### config.mk
export PLATFORM = sky130hd
export DESIGN_NAME = aes_key_expand_seq
export DESIGN_NICKNAME = d
export VERILOG_FILES = /design/src/rtl/aes_pkg.sv /design/src/rtl/aes_key_expand_seq_subword.sv /design/src/rtl/aes_key_expand_seq.sv
export SDC_FILE = /design/constraint.sdc
export NUM_CORES = 2
export LEC_CHECK = 0
export BUFFER_PORTS_ARGS = -buffer_cell sky130_fd_sc_hd__buf_2
export CAP_MARGIN = 0
export CORE_ASPECT_RATIO = 1.75
export CORE_MARGIN = 1.5
export CORE_UTILIZATION = 30
export CTS_CLUSTER_DIAMETER = 200
export DETAILED_ROUTE_END_ITERATION = 8
export PLACE_DENSITY = 0.57
export SYNTH_ARGS = -nofsm -noshare
export SYNTH_HDL_FRONTEND = slang
export SYNTH_SLANG_ARGS = --single-unit
### constraint.sdc
create_clock -name clk -period 7.9 [get_ports clk]
set_input_delay 0 -clock clk [delete_from_list [all_inputs] [get_ports clk]]
set_output_delay 0 -clock clk [all_outputs]
set_load 0.02 [all_outputs]
### src/rtl/aes_pkg.sv
// Shared AES key-schedule helpers: key-size functions, Rcon seed, xtime, FSM states.
// Latency: none (constants and pure functions).
// Backpressure: not applicable.
package aes_pkg;

    typedef enum logic [1:0] {
        IDLE  = 2'd0,
        GEN   = 2'd1,
        DRAIN = 2'd2
    } keyExpState_t;

    localparam logic [7:0] RCON_INIT = 8'h01;

    function automatic int nk_of(input int keyBits);
        return keyBits / 32;
    endfunction

    function automatic int nr_of(input int keyBits);
        return keyBits / 32 + 6;
    endfunction

    function automatic logic keyBitsLegal(input int keyBits);
        return (keyBits == 128) || (keyBits == 192) || (keyBits == 256);
    endfunction

    function automatic logic [7:0] xtime(input logic [7:0] b);
        return {b[6:0], 1'b0} ^ (b[7] ? 8'h1b : 8'h00);
    endfunction

endpackage

### src/rtl/aes_key_expand_seq_subword.sv
// SubWord: forward AES S-box applied to each byte of a 32-bit word.
// Latency: combinational.
// Backpressure: none.
module aes_key_expand_seq_subword (
    input  logic [31:0] wordIn,
    output logic [31:0] wordOut
);

    localparam logic [0:255][7:0] SBOX = {
        128'h637c777bf26b6fc53001672bfed7ab76,
        128'hca82c97dfa5947f0add4a2af9ca472c0,
        128'hb7fd9326363ff7cc34a5e5f171d83115,
        128'h04c723c31896059a071280e2eb27b275,
        128'h09832c1a1b6e5aa0523bd6b329e32f84,
        128'h53d100ed20fcb15b6acbbe394a4c58cf,
        128'hd0efaafb434d338545f9027f503c9fa8,
        128'h51a3408f929d38f5bcb6da2110fff3d2,
        128'hcd0c13ec5f974417c4a77e3d645d1973,
        128'h60814fdc222a908846eeb814de5e0bdb,
        128'he0323a0a4906245cc2d3ac629195e479,
        128'he7c8376d8dd54ea96c56f4ea657aae08,
        128'hba78252e1ca6b4c6e8dd741f4bbd8b8a,
        128'h703eb5664803f60e613557b986c11d9e,
        128'he1f8981169d98e949b1e87e9ce5528df,
        128'h8ca1890dbfe6426841992d0fb054bb16
    };

    always_comb begin
        wordOut = '0;
        for (int k = 0; k < 4; k++) begin
            wordOut[8*k +: 8] = SBOX[wordIn[8*k +: 8]];
        end
    end

endmodule

### src/rtl/aes_key_expand_seq.sv
// Sequential AES key expansion: one schedule word per cycle from an Nk-word window, 128-bit round keys out.
// Latency: first round key valid 4 cycles after start is accepted; one round key per 4 cycles with rk_ready high.
// Backpressure: word generation stalls (counter, window, Rcon hold) while rk_valid && !rk_ready.
module aes_key_expand_seq
    import aes_pkg::*;
#(
    parameter int KEY_BITS = 128
) (
    input  logic                clk,
    input  logic                rst_n,
    input  logic                start,
    input  logic [KEY_BITS-1:0] key_in,
    output logic                busy,
    output logic                rk_valid,
    input  logic                rk_ready,
    output logic [127:0]        rk_data,
    output logic [3:0]          rk_index,
    output logic                done
);

    localparam int NK     = nk_of(KEY_BITS);
    localparam int NR     = nr_of(KEY_BITS);
    localparam int NWORDS = 4 * (NR + 1);

    localparam logic [5:0] NK_M1     = 6'(NK - 1);
    localparam logic [5:0] LAST_WORD = 6'(NWORDS - 1);
    localparam logic [2:0] MOD_LAST  = 3'(NK - 1);

    if (!keyBitsLegal(KEY_BITS)) begin : gIllegalKeyBits
        $error("aes_key_expand_seq: KEY_BITS must be 128, 192 or 256");
    end

    keyExpState_t state, stateNext;

    // window[NK-1] is the oldest word w[i-NK], window[0] the newest w[i-1]
    logic [NK-1:0][31:0] window;
    logic [5:0]          wordCnt;
    logic [2:0]          modCnt;
    logic [7:0]          rcon;
    logic [2:0][31:0]    partBuf;

    logic        wrEn;
    logic        handshake;
    logic        firstPass;
    logic [31:0] keyWord;
    logic [31:0] sbIn;
    logic [31:0] sbOut;
    logic [31:0] temp;
    logic [31:0] newWord;

    aes_key_expand_seq_subword uSubWord (
        .wordIn  (sbIn),
        .wordOut (sbOut)
    );

    always_comb begin
        handshake = rk_valid && rk_ready;
        wrEn      = (state == GEN) && (!rk_valid || rk_ready);
        firstPass = (wordCnt <= NK_M1);

        // During the first pass the window still holds the key as loaded
        keyWord = '0;
        for (int j = 0; j < NK; j++) begin
            if (modCnt == 3'(j)) keyWord = window[NK-1-j];
        end

        sbIn = (modCnt == 3'd0) ? {window[0][23:0], window[0][31:24]} : window[0];

        if (modCnt == 3'd0)
            temp = sbOut ^ {rcon, 24'h0};
        else if (NK == 8 && modCnt == 3'd4)
            temp = sbOut;
        else
            temp = window[0];

        newWord = firstPass ? keyWord : (window[NK-1] ^ temp);
    end

    always_comb begin
        stateNext = state;
        busy      = (state != IDLE);
        case (state)
            IDLE:    if (start) stateNext = GEN;
            GEN:     if (wrEn && wordCnt == LAST_WORD) stateNext = DRAIN;
            DRAIN:   if (handshake) stateNext = IDLE;
            default: stateNext = IDLE;
        endcase
    end

    always_ff @(posedge clk or negedge rst_n) begin
        if (!rst_n) begin
            state <= IDLE;
        end else begin
            state <= stateNext;
        end
    end

    always_ff @(posedge clk or negedge rst_n) begin
        if (!rst_n) begin
            window   <= '0;
            wordCnt  <= '0;
            modCnt   <= '0;
            rcon     <= '0;
            partBuf  <= '0;
            rk_valid <= 1'b0;
            rk_data  <= '0;
            rk_index <= '0;
            done     <= 1'b0;
        end else begin
            done <= (state == DRAIN) && handshake;

            if (state == IDLE && start) begin
                window  <= key_in;
                wordCnt <= '0;
                modCnt  <= '0;
                rcon    <= RCON_INIT;
            end else if (wrEn) begin
                wordCnt <= wordCnt + 6'd1;
                modCnt  <= (modCnt == MOD_LAST) ? 3'd0 : modCnt + 3'd1;
                if (!firstPass) begin
                    window <= {window[NK-2:0], newWord};
                    if (modCnt == 3'd0) rcon <= xtime(rcon);
                end
                if (wordCnt[1:0] == 2'd3) begin
                    rk_data  <= {partBuf[0], partBuf[1], partBuf[2], newWord};
                    rk_index <= wordCnt[5:2];
                end else begin
                    partBuf[wordCnt[1:0]] <= newWord;
                end
            end

            // A group completing on a handshake edge keeps rk_valid high
            if (wrEn && wordCnt[1:0] == 2'd3)
                rk_valid <= 1'b1;
            else if (handshake)
                rk_valid <= 1'b0;
        end
    end

endmodule

# Word-level counts from Yosys, hierarchy flattened

Memories as Yosys holds them, arrays and structs flattened.
Index checks and enable logic that the tools add are counted.

$add $sub $neg: 2
$lt $le $gt $ge: 7
Eq/ne operators: 11
Muxes and demuxes: 37
Bitwise logic cells: 9
Reductions and logical operators: 20

Operator list:

| kind                                                 | count |
|---|---|
| 2-to-1 mux 128 bit                                   | 3 |
| 2-to-1 mux 32 bit                                    | 8 |
| bitwise mux 96 bit                                   | 1 |
| 2-to-1 mux 8 bit                                     | 12 |
| demux 32 bit (select 2 bit)                          | 1 |
| bitwise XOR 32 bit                                   | 2 |
| >= comparator 9 bit (second input constant)          | 4 |
| inverter 8 -> 9 bit                                  | 4 |
| 2-to-1 mux 6 bit                                     | 2 |
| AND reduction 3 bit                                  | 4 |
| 2-to-1 mux 3 bit                                     | 3 |
| nonzero test 2 bit                                   | 4 |
| bitwise XOR 8 x 5 -> 8 bit                           | 1 |
| logical AND 1 bit                                    | 7 |
| adder 6 x 1 -> 6 bit (second input constant)         | 1 |
| == test 3 x 2 -> 1 bit (second input constant)       | 2 |
| == test 6 bit (second input constant)                | 1 |
| <= comparator 6 x 2 -> 1 bit (second input constant) | 1 |
| 2-to-1 mux 2 bit                                     | 3 |
| one-hot mux 2 bit (3 select lines)                   | 1 |
| 2-to-1 mux 5 bit                                     | 1 |
| == test 2 bit (second input constant)                | 2 |
| != test 2 x 1 -> 1 bit (second input constant)       | 2 |
| != test 2 bit (second input constant)                | 2 |
| 12 further kinds                                     | 14 |

Register bits after elaboration: 377
ROM bits: 8192
Input port bits: 132
Output and inout bits: 135
Logic and storage cells: 105
Memories: 4

Memories:

| name            | words | bits a word | rd ports | clocked after memory_dff | write ports | RTL line                         | text |
|---|---|---|---|---|---|---|---|
| (no name shown) | 256   | 8           | 1        | 0                        | 0           | aes_key_expand_seq_subword.sv:31 | `wordOut[8*k +: 8] = SBOX[wordIn[8*k +: 8]];` |
| (no name shown) | 256   | 8           | 1        | 0                        | 0           | aes_key_expand_seq_subword.sv:31 |  |
| (no name shown) | 256   | 8           | 1        | 0                        | 0           | aes_key_expand_seq_subword.sv:31 |  |
| (no name shown) | 256   | 8           | 1        | 0                        | 0           | aes_key_expand_seq_subword.sv:31 |  |

# Depth between registers and ports, before layout

Depth in word-level cells: 13
Gate-level depth with buffers: 22
Gate-level depth less buffers: 16

# Hierarchy

Synthesis repeated with hierarchy kept, for this count alone.

Cell total of the unflattened synthesis: 3649
Area total of the unflattened synthesis: 30270.3 sq um

By module, submodules not included:

| module                     | instances | cells an instance | area an instance (sq um) | sequential area each (sq um) |
|---|---|---|---|---|
| aes_key_expand_seq         | 1         | 1484              | 17171.5                  | 9434.0 |
| aes_key_expand_seq_subword | 1         | 2165              | 13098.8                  | 0.0 |

# Worst setup path before layout

Ideal clock, no wire load.

Kind: register to register
From: register modCnt[0]
To: register partBuf[13] (netlist bit)
Library setup time: 139 ps
Arrival: 4639 ps
Required time: 7761 ps
Path slack: 3122 ps
Cell stages (with the launch flop): 21
Path buffers: 6
Period minus slack after synthesis: 4778 ps
Path through: dfrtp_1 inv_1 ha_1 buf_6 nor2b_4 buf_6 buf_8 buf_6 buf_6 mux2i_2 inv_1 ha_1 clkbuf_1 o31ai_1 nor3_1 or4_1 o2111ai_1 nand4_1 mux2i_1 a221oi_1 a21oi_1

Longest elaborated chain between the ends: 11
Elaborated cells on any way between the ends: 18
Classes of those cells: eq/ne (3); mux (10); bitwise (3); reduce/logical (1); memory (1)

RTL lines:

| element                                              | RTL line                                                                     | text |
|---|---|---|
| from (decl)                                          | aes_key_expand_seq.sv:38                                                     | `logic [2:0] modCnt;` |
| from (signal assigned)                               | aes_key_expand_seq.sv:119                                                    | `modCnt <= (modCnt == MOD_LAST) ? 3'd0 : modCnt + 3'd1;` |
| zero test 3 bit                                      | aes_key_expand_seq.sv:64, aes_key_expand_seq.sv:67, aes_key_expand_seq.sv:69 |  |
| 2-to-1 mux 32 bit                                    | aes_key_expand_seq.sv:67                                                     | `sbIn = (modCnt == 3'd0) ? {window[0][23:0], window[0][31:24]} : window[0];` |
| inverter 8 -> 9 bit (implied by the code)            | aes_key_expand_seq_subword.sv:31                                             |  |
| memory (256 x 8 bit)                                 | --                                                                           |  |
| 2-to-1 mux 8 bit (implied by the code) (2 in series) | aes_key_expand_seq_subword.sv:31                                             |  |
| bitwise XOR 32 bit                                   | aes_key_expand_seq.sv:70                                                     | `temp = sbOut ^ {rcon, 24'h0};` |
| 2-to-1 mux 32 bit                                    | aes_key_expand_seq.sv:69                                                     | `if (modCnt == 3'd0)` |
| bitwise XOR 32 bit                                   | aes_key_expand_seq.sv:76                                                     | `newWord = firstPass ? keyWord : (window[NK-1] ^ temp);` |
| 2-to-1 mux 32 bit (*)                                | aes_key_expand_seq.sv:76                                                     |  |
| bitwise mux 96 bit (*)                               | aes_key_expand_seq.sv:128                                                    | `partBuf[wordCnt[1:0]] <= newWord;` |
| to (signal, indexed assignment)                      | aes_key_expand_seq.sv:128                                                    |  |
| to (decl)                                            | aes_key_expand_seq.sv:40                                                     | `logic [2:0][31:0] partBuf;` |

Every way passes the cells marked *; elsewhere a longest branch is shown, timed or not. The select of a mux whose other input is x is not followed.
A chain may end at the register's enable or synchronous reset.

# Worst setup path in the final report

From: register modCnt[0]
To: register partBuf[17] (netlist bit)

Same word-level chain as after synthesis.

==> run metrics <==
area share of the largest cell type after synthesis 0.2816; via count of the first global-routing pass a little under 40000; cell-by-cell trace of the critical path inv_1 > ha_1 > buf_4 > nor2b_4 > buf_12 > mux2_2 > inv_2 > ha_1 > buf_4 > a211oi_1 > o22ai_1 > o211ai_1 > a211oi_1 > nor2_1 > or3_1 > nand3_1 > a21oi_1; starting density of the core 0.3016; wirelength, routed between 200 and 250 mm; post-layout minimum cycle time about 6.3 ns; status complete, but fails checks; Final setup viols 0; required time of the worst setup path 8.37 ns; share of synthesized cell area in and, or, nand and nor gates 0.2335; count of state elements after synthesis 377; synthesized area divided by synthesized cell count roughly 7.4 um2; mux contribution to synthesized area 0.06361; clock latency at the later pin of the worst-skew pair 0.58 ns; met1 Use GR 0.3851; vias per cell around 6.6; Final Hold Violating Endpoints 0; dominant delay contributor by cell family on the critical path compound AO/OA/AOI/OAI gates; violations in the final reports design-rule violations, max-capacitance violations, max-slew violations; most frequently used flop master after synthesis sky130_fd_sc_hd__dfrtp_1; number of top-level design ports between 200 and 300; Filler cells roughly 12000; Routed WL per cell roughly 35 um; setup tns final 0 ns; critical path's slowest cell sky130_fd_sc_hd__a211oi_1; Row Count 162; number of enable flip-flop cells after synthesis 0; startpoint of the worst-slack reg-to-reg timing path modCnt[0]; GP Congestion 1.127; CP Depth 17; CTS tree yes; DP HPWL approximately 150 mm; Critical path buffers and inverters 5; fraction of final layout cells sized beyond drive strength 1 0.1490; global-route wire length before repair ~300 mm; XOR/XNOR share of the synthesized area 0.01255; post-synthesis sequential area ratio 0.2816; Mapped Area 33500 um2; crit path kind flop to flop; combinational family with the most area after synthesis compound AO/OA/AOI/OAI gates; Min-Delay Path Class input pin to async pin; NumNets Final between 4000 and 5000; Crit. Startpoint modCnt[0]; number of maximum-capacitance constraint violations 1; # DRC 25; leading area contributor after synthesis sky130_fd_sc_hd__dfrtp_1; height of the die 445.1 um; H-tree depth 2; CP max FO 67; clock tree skew after final layout around 0.025 ns; standard cell core area 111100 um2; Post-Syn Instances ~4500; Sinks on Clock Net ~380; compound-cell area share of the yosys netlist 0.3170; multi-input gate area in the final layout about 22000 um2; RSZ-0062 raised after global routing false; via count approximately 41000; pin count of the biggest net entering global routing 141; antenna violations before repair 20; Post-Synth Adder-Cell Area 0.02166; worst slew pin tran approximately 1.6 ns; syn_nets around 4700; clock transition at the registers of the reported paths ~0.070 ns; number of buffers added on ports 266; number of buffers added by the clock tree synthesis step 35; Max stage delay on crit path between 0.9 and 1 ns; asr flop ratio synth 1.000; Max Buffers Root-to-Sink 3; Synth cell types 106; Register-to-Register Path Depth 17; flip-flop and latch area approximately 9400 um2; final antenna-violating net count 0; Final Cycle Share 0.7953; GRT Overall Usage 0.3685; width of the chip 255.6 um; global route total overflow 0; launching element type of the critical path flop; warning count from the yosys run 0; met2 Usage GRT 0.6038; DIE AREA between 100000 and 150000 um2; Starting DRT DRC Count approximately 5500; global routing met3 resource utilization 0.09024; highest clock rate 0.1592 GHz; Worst Setup End Kind flop; CP Data Arrival Time slightly below 7 ns; top cells by area, synth sky130_fd_sc_hd__dfrtp_1, sky130_fd_sc_hd__nand2_1, sky130_fd_sc_hd__nor2_1; area added between synthesis and finish 16.15%; grt peak-use layer met2; headroom to the max-slew limit -0.07808; Root Driver sky130_fd_sc_hd__clkbuf_16; pins over their slew limit 2; router iterations before antenna repair 9
==> repair_timing <==
| action | CTS | global route |
|---|---|---|
| endpoints found under the setup margin | 0 | 0 |
| buffers inserted | 0 | 0 |
| endpoints found under the hold margin | 229 | 0 |
| hold buffers | 131 | 0 |
| resized for setup | 0 | 0 |
==> Yosys cell counts, types with 14 or more instances <==
cell                        count
sky130_fd_sc_hd__a2111oi_0     27
sky130_fd_sc_hd__a211o_1       25
sky130_fd_sc_hd__a211oi_1     114
sky130_fd_sc_hd__a21o_1        23
sky130_fd_sc_hd__a21oi_1      248
sky130_fd_sc_hd__a221o_1       17
sky130_fd_sc_hd__a221oi_1      80
sky130_fd_sc_hd__a22oi_1       44
sky130_fd_sc_hd__a311oi_1      30
sky130_fd_sc_hd__a31oi_1      147
sky130_fd_sc_hd__a32oi_1       14
sky130_fd_sc_hd__and2_1        18
sky130_fd_sc_hd__and3_1        30
sky130_fd_sc_hd__buf_1         32
sky130_fd_sc_hd__buf_2        136
sky130_fd_sc_hd__clkbuf_1     287
sky130_fd_sc_hd__dfrtp_1      377
sky130_fd_sc_hd__ha_1          58
sky130_fd_sc_hd__inv_1         49
sky130_fd_sc_hd__mux2_2        73
sky130_fd_sc_hd__mux2i_1      112
sky130_fd_sc_hd__nand2_1      802
sky130_fd_sc_hd__nand2b_1      33
sky130_fd_sc_hd__nand3_1      103
sky130_fd_sc_hd__nand4_1       16
sky130_fd_sc_hd__nor2_1       482
sky130_fd_sc_hd__nor2b_1       23
sky130_fd_sc_hd__nor3_1       130
sky130_fd_sc_hd__nor3b_1       14
sky130_fd_sc_hd__nor4_1        26
sky130_fd_sc_hd__o2111ai_1     23
sky130_fd_sc_hd__o211ai_1      95
sky130_fd_sc_hd__o21ai_0      252
sky130_fd_sc_hd__o21ai_1       47
sky130_fd_sc_hd__o221ai_1      34
sky130_fd_sc_hd__o22ai_1       78
sky130_fd_sc_hd__o311ai_0      32
sky130_fd_sc_hd__o31ai_1       43
sky130_fd_sc_hd__or3_1         17
sky130_fd_sc_hd__xnor2_1       28
sky130_fd_sc_hd__xor2_1        20
==> registers in the layout, summed over array words and instances (netlist names) <==
name,count
done,1
modCnt,3
partBuf,96
rcon,8
rk_data,128
rk_index,4
rk_valid,1
state,2
window,128
wordCnt,6
==> metal layers <==
metal,wire length (um),part of all wire,vias to the layer above
met1,70580,0.33,19761
met3,19730,0.091,1135
met4,25710,0.12,12
met2,100400,0.46,3097
met5,79,0.00036,-
li1,-,-,17147
==> placed cells by master, fill, tap and decap left out, types with 73 or more instances in the layout <==
cell                            Yosys  layout
sky130_fd_sc_hd__a221oi_1          80      80
sky130_fd_sc_hd__nor3_1           130     128
sky130_fd_sc_hd__mux2i_1          112     103
sky130_fd_sc_hd__o21ai_0          252     250
sky130_fd_sc_hd__dlygate4sd3_1      0     131
sky130_fd_sc_hd__nand3_1          103     103
sky130_fd_sc_hd__a211oi_1         114     110
sky130_fd_sc_hd__nor2_1           482     478
sky130_fd_sc_hd__buf_2            136     265
sky130_fd_sc_hd__nand2_1          802     799
sky130_fd_sc_hd__buf_4             12     202
sky130_fd_sc_hd__o22ai_1           78      78
sky130_fd_sc_hd__o211ai_1          95      95
sky130_fd_sc_hd__a31oi_1          147     145
sky130_fd_sc_hd__mux2_2            73      73
sky130_fd_sc_hd__a21oi_1          248     245
sky130_fd_sc_hd__dfrtp_1          377     377
==> cell type report <==
type                       count  area share
timing repair buffer         606      0.1097
clock buffer                  45     0.02531
antenna                        9   0.0005788
inverter                      59    0.005691
sequential                   377      0.2425
multi-input combinational   3617      0.5644
tap                         1476     0.04746
clock inverter                14    0.004405
==> worst register-to-register path, stage by stage, from the launching register on <==
cell and delay (ns):
sky130_fd_sc_hd__dfrtp_1 0.43, sky130_fd_sc_hd__inv_1 0.10, sky130_fd_sc_hd__ha_1 0.32, sky130_fd_sc_hd__buf_4 0.29, sky130_fd_sc_hd__nor2b_4 0.24, sky130_fd_sc_hd__buf_12 0.39, sky130_fd_sc_hd__mux2_2 0.59, sky130_fd_sc_hd__inv_2 0.19
sky130_fd_sc_hd__ha_1 0.31, sky130_fd_sc_hd__buf_4 0.24, sky130_fd_sc_hd__a211oi_1 0.93, sky130_fd_sc_hd__o22ai_1 0.15, sky130_fd_sc_hd__o211ai_1 0.29, sky130_fd_sc_hd__a211oi_1 0.12, sky130_fd_sc_hd__nor2_1 0.26, sky130_fd_sc_hd__or3_1 0.17
sky130_fd_sc_hd__nand3_1 0.73, sky130_fd_sc_hd__a21oi_1 0.42
==> metrics by stage <==
stage	instance area [um2]	cells	util	hold slack (ns)	worst slack (ns)
floorplan	33500	4534	-	-0.2956	3.122
global placement	36350	6000	0.3273	0.1008	1.715
detailed placement	36350	6000	0.3273	0.1005	1.673
CTS	38820	6190	0.3495	0.08497	1.667
global route	38890	6195	0.3501	0.1301	1.558
finish	38910	6203	0.3503	0.05950	1.617
==> worst paths after layout <==
| path | endpoint | slack, ns |
|---|---|---|
| setup / recovery | partBuf[17] | 1.62 |
| hold / removal | rk_data[39] | 0.06 |
| max in group asynchronous | rk_index[0] | 6.01 |
| setup reg to reg | partBuf[17] | 1.62 |
| min in group clk | window[51] | 0.24 |
| hold reg to reg | rk_data[55] | 0.46 |
==> cell families (layout without fill, tap and decap cells) <==
logic type | Yosys count | in the layout
and+or+nand+nor | 1773 | 1773
AOI/OAI and AO/OA | 1540 | 1540
buffers and inverters | 540 | 724
DFF | 377 | 377
muxes | 198 | 198
adders and majority gates | 58 | 58
xor gates and xnor gates | 48 | 48
other | 0 | 9
Power is not shown: default switching activity piles up to over one toggle a cycle in this logic, so the estimate is an artifact.
